==> src/rtl/click_classifier.sv <==
// click_classifier: groups debounced press pulses into counted click events over valid/ready.
// Define CLICK_CLASSIFIER_QUEUE_EN to hold one press arriving during REPORT as the start of the next burst.
module click_classifier #(
  parameter int WINDOW     = 12500000,
  parameter int MAX_CLICKS = 3,
  parameter int CW         = 24,
  parameter int NW         = 2
) (
  input  logic          i_clock,
  input  logic          i_reset_n,
  input  logic          i_press,
  output logic          o_click_valid,
  input  logic          i_click_ready,
  output logic [NW-1:0] o_click_count,
  output logic          o_dropped
);
  localparam logic [1:0]    IDLE   = 2'd0;
  localparam logic [1:0]    COUNT  = 2'd1;
  localparam logic [1:0]    REPORT = 2'd2;
  localparam logic [NW-1:0] ONE    = NW'(1);
  localparam logic [NW-1:0] MAX_C  = NW'(MAX_CLICKS);
  localparam logic [CW-1:0] TMO    = CW'(WINDOW - 1);
  localparam logic [1:0]    START  = (MAX_CLICKS == 1) ? REPORT : COUNT;
  logic [1:0]    r_state, w_state_nxt;
  logic [NW-1:0] r_count, w_count_nxt, w_count_inc;
  logic [CW-1:0] r_timer, w_timer_nxt;
  logic          r_dropped, w_dropped_nxt;
  logic          w_hs;
`ifdef CLICK_CLASSIFIER_QUEUE_EN
  logic          r_pending, w_pending_nxt;
`endif
  assign w_hs          = (r_state == REPORT) && i_click_ready;
  assign w_count_inc   = r_count + ONE;
  assign o_click_valid = (r_state == REPORT);
  assign o_click_count = o_click_valid ? r_count : '0;
  assign o_dropped     = r_dropped;
  always_comb begin
    w_state_nxt   = r_state;
    w_count_nxt   = r_count;
    w_timer_nxt   = r_timer;
    w_dropped_nxt = 1'b0;
`ifdef CLICK_CLASSIFIER_QUEUE_EN
    w_pending_nxt = r_pending;
`endif
    case (r_state)
      IDLE: begin
        w_state_nxt = i_press ? START : IDLE;
        w_count_nxt = i_press ? ONE : '0;
        w_timer_nxt = '0;
      end
      COUNT: begin
        // A press on the timeout edge wins and keeps the burst open.
        w_state_nxt = (i_press ? (w_count_inc == MAX_C) : (r_timer == TMO)) ? REPORT : COUNT;
        w_count_nxt = i_press ? w_count_inc : r_count;
        w_timer_nxt = i_press ? '0 : r_timer + 1'b1;
      end
      REPORT: begin
`ifdef CLICK_CLASSIFIER_QUEUE_EN
        w_dropped_nxt = i_press && r_pending;
        w_pending_nxt = w_hs ? 1'b0 : (r_pending || i_press);
        w_state_nxt   = w_hs ? ((r_pending || i_press) ? START : IDLE) : REPORT;
        w_count_nxt   = w_hs ? ((r_pending || i_press) ? ONE : '0) : r_count;
        w_timer_nxt   = '0;
`else
        w_dropped_nxt = i_press;
        w_state_nxt   = w_hs ? IDLE : REPORT;
        w_count_nxt   = w_hs ? '0 : r_count;
        w_timer_nxt   = '0;
`endif
      end
      default: begin
        w_state_nxt = IDLE;
        w_count_nxt = '0;
        w_timer_nxt = '0;
      end
    endcase
  end
  always_ff @(posedge i_clock or negedge i_reset_n) begin
    if (!i_reset_n) begin
      r_state   <= IDLE;
      r_count   <= '0;
      r_timer   <= '0;
      r_dropped <= 1'b0;
    end else begin
      r_state   <= w_state_nxt;
      r_count   <= w_count_nxt;
      r_timer   <= w_timer_nxt;
      r_dropped <= w_dropped_nxt;
    end
  end
`ifdef CLICK_CLASSIFIER_QUEUE_EN
  always_ff @(posedge i_clock or negedge i_reset_n) begin
    if (!i_reset_n) r_pending <= 1'b0;
    else            r_pending <= w_pending_nxt;
  end
`endif
endmodule
==> config.mk <==
export PLATFORM = sky130hd
export DESIGN_NAME = click_classifier
export DESIGN_NICKNAME = d
export VERILOG_FILES = /design/src/rtl/click_classifier.sv
export SDC_FILE = /design/constraint.sdc
export NUM_CORES = 1
export LEC_CHECK = 0
export ABC_AREA = 1
export CAP_MARGIN = 20
export CORE_ASPECT_RATIO = 0.6
export CORE_MARGIN = 2
export CORE_UTILIZATION = 45
export CTS_CLUSTER_DIAMETER = 40
export DETAILED_ROUTE_END_ITERATION = 16
export PLACE_DENSITY = 0.63
export SLEW_MARGIN = 10
export SYNTH_ARGS = -nofsm -noshare
export SYNTH_HDL_FRONTEND = slang
export SYNTH_SLANG_ARGS = --single-unit
==> constraint.sdc <==
create_clock -name i_clock -period 3.5 [get_ports i_clock]
set_input_delay 0.7 -clock i_clock [delete_from_list [all_inputs] [get_ports i_clock]]
set_output_delay 0.7 -clock i_clock [all_outputs]
set_load 0.1 [all_outputs]
# Word-level counts from Yosys, hierarchy flattened
# Index checks and enable logic that the tools add are counted.
[word_totals]
reg_bits = 29
input_bits = 4
out_inout_bits = 4
elab_cells = 27
[op_classes]
add_sub_neg = 2
eq_ne = 6
n_mux = 12
n_reduce_logical = 3
[op_table]
columns = ["op", "count"]
rows = [
  ["$mux W24", 2],
  ["$add A24 B1 Y24 const B", 1],
  ["$eq A24 B24 Y1 const B", 1],
  ["$pmux W2 S3", 2],
  ["$mux W2", 5],
  ["$eq A2 B2 Y1 const B", 2],
  ["$mux W1", 3],
  ["$add A2 B1 Y2 const B", 1],
  ["$eq A2 B1 Y1 const B", 1],
  ["$logic_not A2 Y1", 1],
  ["$ne A2 B1 Y1 const B", 1],
  ["$ne A2 B2 Y1 const B", 1],
  ["$reduce_and A2 Y1", 1],
  ["$logic_and A1 B1 Y1", 1],
]

# Depth between registers and ports, before layout
# Gate-level depths: netlist (run 1).
[logic_depth]
ltp_word = 5
ltp_mapped = 9
depth_no_buf = 9

# Least setup slack after synthesis (run 1)
# OpenSTA, ideal clock, no wires.
[synth_path]
path_type = "register to output"
startpoint = "register r_state[1]"
endpoint = "output o_click_count[0]"
arrival_ns = 3.239
t_required_ns = 2.800
setup_slack_ns = -0.439
path_stages_with_launch = 5
n_path_buf = 0
cell_sequence = "dfrtp_1 inv_1 nor2_1 inv_1 nor2_1"
[synth_via]
elab_chain_len = 2
[synth_rtl]
columns = ["element", "line_no", "source"]
rows = [
  ["start: declaration", "24", "logic [1:0] r_state, w_state_nxt;"],
  ["start signal: assignment", "85", "r_state <= w_state_nxt;"],
  ["$eq A2 B2 Y1", "34", "assign o_click_valid = (r_state == REPORT);"],
  ["net o_click_valid", "12", "output logic o_click_valid,"],
  ["$mux W2", "35", "assign o_click_count = o_click_valid ? r_count : '0;"],
  ["end: declaration", "14", "output logic [NW-1:0] o_click_count,"],
]
# The timed path passes the listed nets, and every way through them passes these cells.

# Worst setup path in the final report (run 1)
[layout_path]
startpoint = "register r_dropped, in the netlist o_dropped"
endpoint = "output o_dropped"
[layout_lines]
columns = ["element", "line_no", "source"]
rows = [
  ["start: declaration", "27", "logic r_dropped, w_dropped_nxt;"],
  ["start signal: assignment", "88", "r_dropped <= w_dropped_nxt;"],
  ["end: declaration", "15", "output logic o_dropped"],
]
# No word-level cell between the ends.

==> results of run 1 <==
layout make-up:
cell class                      instances  area share
Clock inverter                          1      0.0148
Sequential cell                        29       0.358
Tap cell                               47      0.0290
Timing Repair Buffer                    8      0.0345
Clock buffer                            7      0.0425
Inverter                               34      0.0629
Multi-Input combinational cell        194       0.459
Yosys cell counts:
| cell | count |
|---|---|
| a21oi_1 | 15 |
| buf_2 | 1 |
| buf_4 | 1 |
| dfrtp_1 | 29 |
| ha_1 | 2 |
| inv_1 | 33 |
| inv_2 | 1 |
| nand2_1 | 73 |
| nand2_2 | 6 |
| nand2_4 | 1 |
| nand3_1 | 12 |
| nand3b_1 | 1 |
| nand4_1 | 4 |
| nor2_1 | 51 |
| nor2_2 | 7 |
| nor2_4 | 8 |
| nor3_1 | 1 |
| nor3b_2 | 1 |
| o21ai_0 | 8 |
| o21ai_1 | 2 |
| o21bai_1 | 1 |
| o31ai_1 | 1 |
cells in the final DEF, fill, tap and decap left out, drive strengths merged, types with 7 or more instances in the layout:
master,n
nand3,12
dfrtp,29
clkbuf,7
o21ai,10
inv,34
nand2,80
nor2,66
a21oi,15
power by group through the flow:
stage	Sequential [W]	Combinational [W]	Clock [W]
after detailed placement	0.000392	0.000186	0
after global placement	0.000392	0.000189	0
final	0.000387	0.000185	0.000360
after global routing	0.000391	0.000215	0.000382
after CTS	0.000387	0.000187	0.000364
after floorplan	0.000390	0.000137	0
metrics by stage:
stage	setup WS [ps]	hold slack, ps	instances	area [um^2]	util
finish	1070	533	320	2030	0.542
CTS	1060	525	320	2030	0.542
floorplan	522	404	259	1800	-
detailed placement	1170	513	312	1910	0.511
global placement	1210	509	312	1910	0.511
global route	1010	556	320	2030	0.542
final timing paths:
kind | start | to | slack (ps)
min in group asynchronous | i_reset_n | r_timer[13]$_DFF_PN0_ | 810
hold reg to reg | r_timer[12]$_DFF_PN0_ | r_timer[12]$_DFF_PN0_ | 530
hold / removal | r_timer[12]$_DFF_PN0_ | r_timer[12]$_DFF_PN0_ | 530
setup / recovery | o_dropped$_DFF_PN0_ | o_dropped | 1070
max in group asynchronous | i_reset_n | r_timer[1]$_DFF_PN0_ | 2420
setup reg to reg | r_timer[0]$_DFF_PN0_ | r_timer[22]$_DFF_PN0_ | 1790
cells by family after synthesis:
logic type,after synthesis,share of synthesized area
AND/OR/NAND/NOR,165,0.424
adder cells (fa/ha/maj),2,0.0140
flip-flops,29,0.406
buffers and inverters,36,0.0783
AO/OA/AOI/OAI,27,0.0783
layer usage:
layer,track usage,vias to the layer above,part of all wire,routed length (um)
li1,-,826,-,-
met1,0.344,715,0.58,2410
met2,0.254,48,0.35,1460
met3,0.0567,2,0.064,264
met4,0.0556,0,0.0027,11
met5,0,-,0,0
state kept, by name, summed over array words and instances, names as in the netlist:
register,flops
r_count,2
o_dropped,1
r_timer,24
r_state,2
==> impl_metrics.yaml, run 1 <==
placement:
  place.gp.congestion: 0.881
  io_buffers: 7
  dp_hpwl_um: 3210
worst_setup_path:
  worst_setup_path_start_kind: "register"
  worstPathMaxFanout: 1
  ff2ff_path_depth: 8
  required_ps: 2800
  slowest_stage: "clkdlybuf4s50_1"
  path_cells: "clkdlybuf4s50_1"
  cp_slowest_stage_delay_ps: 1120
  cp.arrival_ps: 1730
  crit_type: "reg2out"
  path_delay_family: "buffers and inverters"
  worst-path-stages: 1
  worst-path-buf-inv: 1
  end_kind: "output pin"
die:
  initial_core_util: 0.478
  core.rowCount: 17
  ios: 8
  die_area_um2: 4510
  die_h_um: 52.8
  die_x_um: 85.4
  core-area_um2: 3740
drt:
  vias: 1591
  routedWlPerCell_um: 12.9
  firstDrtPassIters: 5
  via_per_inst: 4.97
  totalWireLength_um: 4140
  antenna_left: 0
  drc_errors: 0
  drt_iter0_markers: 147
sta:
  rsz0062_at_grt: "no"
  finalHoldViolCount: 0
  setup_viol: 0
  worstMarginPinSlew_ps: 958
  fin_crit_sh: 0.695
  fin_tns_setup_ps: 0
  max_freq_mhz: 411
  max_slew_margin: 0.359
  period_needed_ps: 2430
  finalMaxSlewViolations: 0
  fin_skew_ps: 7.07
clocking:
  cts_made_buffers: 5
  ctsResizeCount: 0
  cts_num_sinks: 29
  root_buffer: "clkbuf_8"
  clk_pin_slew_ps: 60
  clock_latency_ps: 280
  holdBufCountCts: 0
  clk_path_buf_depth: 2
  cts_max_level: 2
  post_cts_buffers: 0
  cts_tree: "yes"
power:
  worst_ir_drop_vdd_v: 0.000308
  netSwitchingPower_w: 0.000285
  p_clk_frac: 0.386
  powerDensity_nw_per_um2: 459
  finalPower_w: 0.000932
  pwr-share-seq: 0.416
  switching_share: 0.306
  p_leak_nw: 0.841
  combinationalPowerShare: 0.199
  power.internal_w: 0.000647
yosys:
  syn_nets: 265
  synthesis.area_um2: 1790
  syn_avg_cell_area_um2: 6.91
  synth-seq-cells: 29
  synth-seq-area-share: 0.406
  ys_types: 22
  syn_inst: 259
  synth_area_leader_cell: "dfrtp_1"
  synth_warnings: 0
  synth_area_leaders: "dfrtp_1 41%, nand2_1 15%, nor2_1 11%, inv_1 6.9%, nor2_4 5.0%"
  yosysTopAreaCellShare: 0.406
hold_path:
  hp-class: "reg2reg"
  hold_depth: 1
status:
  status: "complete, no violations"
global_route:
  track_usage: 0.210
  grt_pass1_vias: 1340
  antenna_found_initial: 0
  grt_pass1_wl_um: 6940
  grt_overflow: 0
  grt_max_degree: 30
final_layout:
  fill_cells: 376
  syn_to_final_growth_pct: 13.4
  register_area_um2: 726
  multi_input_area_um2: 931
  final_nets: 278
  drive_gt1_frac: 0.139
  antennaDiodeCount: 0
run:
  max-cap-violations: 0
No activity file was read; power rests on OpenSTA's default activity.
==> inputs of run 2 (changes only) <==
--- a/config.mk
+++ b/config.mk
@@ -12,7 +12,7 @@
 export CORE_UTILIZATION = 45
 export CTS_CLUSTER_DIAMETER = 40
 export DETAILED_ROUTE_END_ITERATION = 16
-export PLACE_DENSITY = 0.63
+export PLACE_DENSITY = 0.66
 export SLEW_MARGIN = 10
 export SYNTH_ARGS = -nofsm -noshare
 export SYNTH_HDL_FRONTEND = slang
==> constraint.sdc (replaced) <==
create_clock -name i_clock -period 1.95 [get_ports i_clock]
set_input_delay 0.39 -clock i_clock [delete_from_list [all_inputs] [get_ports i_clock]]
set_output_delay 0.39 -clock i_clock [all_outputs]
set_load 0.1 [all_outputs]
==> run 2 against run 1 <==
Net effect:
- via count increased by 4.4%
- largest cell class unchanged
- first-iteration DRC count decreased by 41%
- die area unchanged
- critical path depth increased by 4
- non-clock buffer count increased by 2
- clock skew decreased by 1.5 ps
- count of clock-buffer cells in the layout unchanged
- routed wire length increased by 4.9%
- register-to-register slack got worse by 1400 ps
- power increased by 75%
- setup slack got worse by 820 ps
==> impl_metrics.yaml, run 2 (synthesis gave the netlist of run 1 again) <==
final_layout:
  layout_commonest_cell: "nand2_1"
  stdcell_area_um2: 2080
  layout_common_cells: "73 x nand2_1, 48 x nor2_1, 31 x inv_1"
  final_nets: 280
  fin_util: 0.555
  largest_register_ffs: 24
  antennaDiodeCount: 0
  top_regs: "r_timer x24, r_count x2, r_state x2"
  fill_cells: 358
  syn_to_final_growth_pct: 16.2
  largest-register: "r_timer"
  instances_no_fill: 322
  drive_gt1_frac: 0.160
power:
  p_leak_nw: 0.857
  worst_ir_drop_vdd_v: 0.000517
  powerDensity_nw_per_um2: 786
worst_setup_path:
  r2r-end: "r_timer[22]$_DFF_PN0_"
  required_ps: 1560
  worst_setup_path_start_kind: "register"
  crit_type: "reg2out"
  r2r_start: "r_timer[1]$_DFF_PN0_"
  cp.arrival_ps: 1310
  end_kind: "output pin"
  ff2ff_path_depth: 8
  worstPathMaxFanout: 3
  regToRegSetupSlack_ps: 390
placement:
  place.gp.congestion: 0.905
  io_buffers: 7
  dp_hpwl_um: 3390
  place_inst: 314
  placed_area_um2: 1980
status:
  status: "complete, no violations"
clocking:
  cts_num_sinks: 29
  cts_max_level: 2
  cts_made_buffers: 5
  ctsResizeCount: 0
  clock_latency_ps: 290
  cts_tree: "yes"
  clk_path_buf_depth: 2
  holdBufCountCts: 0
  clk_pin_slew_ps: 60
  post_cts_buffers: 0
  root_buffer: "clkbuf_8"
drt:
  vias: 1661
  drc_errors: 0
  routedWlPerCell_um: 13.5
  antenna_left: 0
  drt_iter0_markers: 87
  via_per_inst: 5.16
  totalWireLength_um: 4340
  firstDrtPassIters: 4
sta:
  rsz0062_at_grt: "no"
  period_needed_ps: 1700
  max_slew_margin: 0.757
  fin_crit_sh: 0.871
  fin_skew_ps: 5.59
  max_freq_mhz: 589
  finalMaxSlewViolations: 0
  setup_viol: 0
  worstMarginPinSlew_ps: 365
  hold_ws_ps: 484
  fin_tns_setup_ps: 0
  finalHoldViolCount: 0
global_route:
  grt_overflow: 0
  grt_pass1_wl_um: 7190
  track_usage: 0.219
  grt_max_degree: 30
  antenna_found_initial: 0
  grt_pass1_vias: 1424
die:
  core.rowCount: 17
  die_area_um2: 4510
  core-area_um2: 3740
  ios: 8
  initial_core_util: 0.478
  die_x_um: 85.4
  die_h_um: 52.8
hold_path:
  hp-class: "in2async"
run:
  max-cap-violations: 0
## run 2: final cells by class
class | count | area (um^2) | share of cell area
Multi-Input combinational cell | 194 | 946 | 0.455
Sequential cell | 29 | 726 | 0.349
Inverter | 34 | 128 | 0.0614
Timing Repair Buffer | 10 | 120 | 0.0578
Clock buffer | 7 | 96.3 | 0.0463
Tap cell | 47 | 58.8 | 0.0283
Clock inverter | 1 | 5.00 | 0.00241
## run 2: worst max path at each step
stage	start	end	slack, ps	cells past startpoint
2_1_floorplan	r_state[1]$_DFF_PN0_	o_click_count[0]	-40	4
3_3_place_gp	i_press	r_timer[2]$_DFF_PN0_	250	7
3_5_place_dp	i_press	r_timer[6]$_DFF_PN0_	200	7
4_1_cts	r_state[1]$_DFF_PN0_	o_click_count[0]	250	5
5_1_grt	r_state[1]$_DFF_PN0_	o_click_count[0]	190	5
6_report	r_state[1]$_DFF_PN0_	o_click_count[0]	250	5
## run 2: per-layer routing
layer / up-vias / wire length [um] / GRT usage
li1: 835 / - / -
met1: 773 / 2420 / 0.351
met2: 46 / 1550 / 0.276
met3: 7 / 312 / 0.0520
met4: 0 / 60 / 0.0714
met5: - / 0 / 0
## run 2: power by group
group          total [W]  switching (W)  internal [W]
combinational   0.000389       0.000266      0.000122
sequential      0.000693      0.0000409      0.000652
clock           0.000553       0.000234      0.000318
## run 2: stage by stage
stage / setup slack, ps / power [W]
final: 252 / 0.00163
after global routing: 186 / 0.00172
after CTS: 250 / 0.00164
after detailed placement: 195 / 0.00109
after global placement: 253 / 0.00109
after floorplan: -44.1 / 0.000964
## run 2: worst max-delay path: stages, from the launching register on
cell and delay, ps:
dfrtp_1 390, inv_2 60, nor2_4 160, inv_2 100, nor2_4 130, buf_12 180
==> variant: new RTL, settings of run 2 <==
Build with the macro `CLICK_CLASSIFIER_QUEUE_EN` defined.
--- a/src/rtl/click_classifier.sv
+++ b/src/rtl/click_classifier.sv
@@ -1,5 +1,7 @@
 // click_classifier: groups debounced press pulses into counted click events over valid/ready.
 // Define CLICK_CLASSIFIER_QUEUE_EN to hold one press arriving during REPORT as the start of the next burst.
+`define CLICK_CLASSIFIER_QUEUE_EN
+
 module click_classifier #(
   parameter int WINDOW     = 12500000,
   parameter int MAX_CLICKS = 3,
Function: changed (a bounded check fails within 10 cycles, from zero or initial values and one cycle with i_reset_n low).
==> variant against run 2 <==
Die area is 0.58% lower. Design area is 1.7% lower. Setup slack improved by 0.012 ns. Worst hold slack improved by 0.0013 ns. Fmax grew 0.73%. Global-route usage is 1.8 points lower. Routed wire length decreased by 8.9%. Power is essentially flat. Area after synthesis fell by 0.63%. Sequential cell count rose by 1. Largest power group unchanged.
==> variant: results (changes against run 2) <==
outcome: finished clean
worst slack, placed: 0.176 ns (-0.0196 ns)
global-route wire length before repair: 6760 um (-5.9%)
Synth Flop Type: dfrtp_1
worst skew pair latency: 0.28 ns
max reg flops: 24 (unchanged)
sequential share of power: 44.4% (+2.0 points)
worst rel slew slack: 74.5% (-1.2 points)
layout cell share with drive strength beyond 1: 13.0% (-3.0 points)
CTS resizes: 0 (unchanged)
Reg with most FFs: r_timer
CTS Root Cell: clkbuf_8
Max VDD drop: 578 uV (+12%)
# H-tree levels: 2 (unchanged)
sw frac: 33.6% (+0.50 points)
port bufs: 7 (unchanged)
WL/cell: 12.5 um (-7.2%)
nets: 274 (-2.1%)
largest net degree at the start of global routing: 31 (+3.3%)
net switching power: 550 uW (+1.6%)
Pleak: 0.000894 uW (+4.3%)
vias: 1546 (-6.9%)
Iteration-0 DRC Markers: 143 (+64%)
CTS Buffer Depth: 2 (unchanged)
drt first pass iters: 5 (+1)
Post-CTS Setup Bufs: 0 (unchanged)
initial antenna violation count: 0 (unchanged)
critical path arrival: 1.30 ns
diodes inserted: 0 (unchanged)
top cells by area, synth: dfrtp_1 (42%), nand2_1 (14%), nor2_1 (9.9%)
Synth warnings: 0 (unchanged)
grt met2 use: 22.9% (-4.7 points)
largest stage delay on the critical path: 0.40 ns
reg2reg setup slack: 0.45 ns (+0.06 ns)
Reg clk slew, reported paths: 0.07 ns
GR Util met1: 34.7% (-0.42 points)
vias in the first global route: 1371 (-3.7%)
gpl congestion: 0.857 (-5.3%)
clk pwr: 515 uW (-6.9%)
worst hold path class: reg -> reg
WHS: 0.486 ns (+0.00125 ns)
synth cell count leaders: nand2_1 (64), nor2_1 (47), inv_1 (35)
critical-path maximum fanout: 4 (+1)
register area share after synthesis: 42.2% (+1.7 points)
placed wire-length estimate: 3030 um (-11%)
Syn Nets: 259 (-2.3%)
Placed Area: 1950 sq um (-1.3%)
Setup Skew: 0.00333 ns (-0.00227 ns)
Cell variety after synth: 27 (+23%)
gr usage total: 20.1% (-1.8 points)
Post-synth ARST share: 100% (unchanged)
min Tclk post-route: 1.69 ns (-0.0124 ns)
variant: cell count changes in the layout (fill, tap and decap cells not counted), sizes merged, moves of 2 or more:
cell	delta
nand2	-12
nor2	-11
a21oi	-7
nor3	+6
o21ai	+6
inv	+5
nand3	+3
and2	+2
nand4	-2
variant: final timing paths:
| path | startpoint | end | cells past startpoint |
|---|---|---|---|
| setup / recovery | r_state[1] | o_click_count[0] | 5 |
| hold / removal | r_timer[0] | r_timer[0] | 1 |
| setup reg to reg | r_timer[0] | r_timer[12] | 6 |
| hold reg to reg | r_timer[0] | r_timer[0] | 1 |
| max in group asynchronous | i_reset_n | r_timer[7] | 2 |
| min in group asynchronous | i_reset_n | r_timer[18] | 2 |
variant: metal layers:
metal | wire, um | up-vias
met3 | 311 | 5
met4 | 34 | 0
met1 | 2300 | 672
met2 | 1300 | 53
li1 | - | 816
met5 | 0 | -
variant: cell type report:
class | count | area (sq um)
clock buffer | 7 | 86.3
clock inverter | 1 | 5.00
fill | 359 | 1680
inverter | 39 | 146
multi-input combinational | 183 | 885
sequential | 30 | 751
tap | 47 | 58.8
timing repair buffer | 9 | 113
variant: cells by family (layout without fill, tap and decap cells):
group / after synthesis / count (layout) / synth area share, %
AND/OR/NAND/NOR: 152 / 152 / 38.7
buffers and inverters: 40 / 56 / 8.87
flip-flops: 30 / 30 / 42.2
AO/OA/AOI/OAI: 28 / 28 / 8.30
adder cells (fa/ha/maj): 2 / 2 / 1.41
XOR/XNOR: 1 / 1 / 0.493
variant: through the flow:
stage          setup TNS, ns  instances
6_report                   0        316
4_1_cts                    0        316
2_1_floorplan         -0.108        253
5_1_grt                    0        316
3_3_place_gp               0        308
3_5_place_dp               0        308
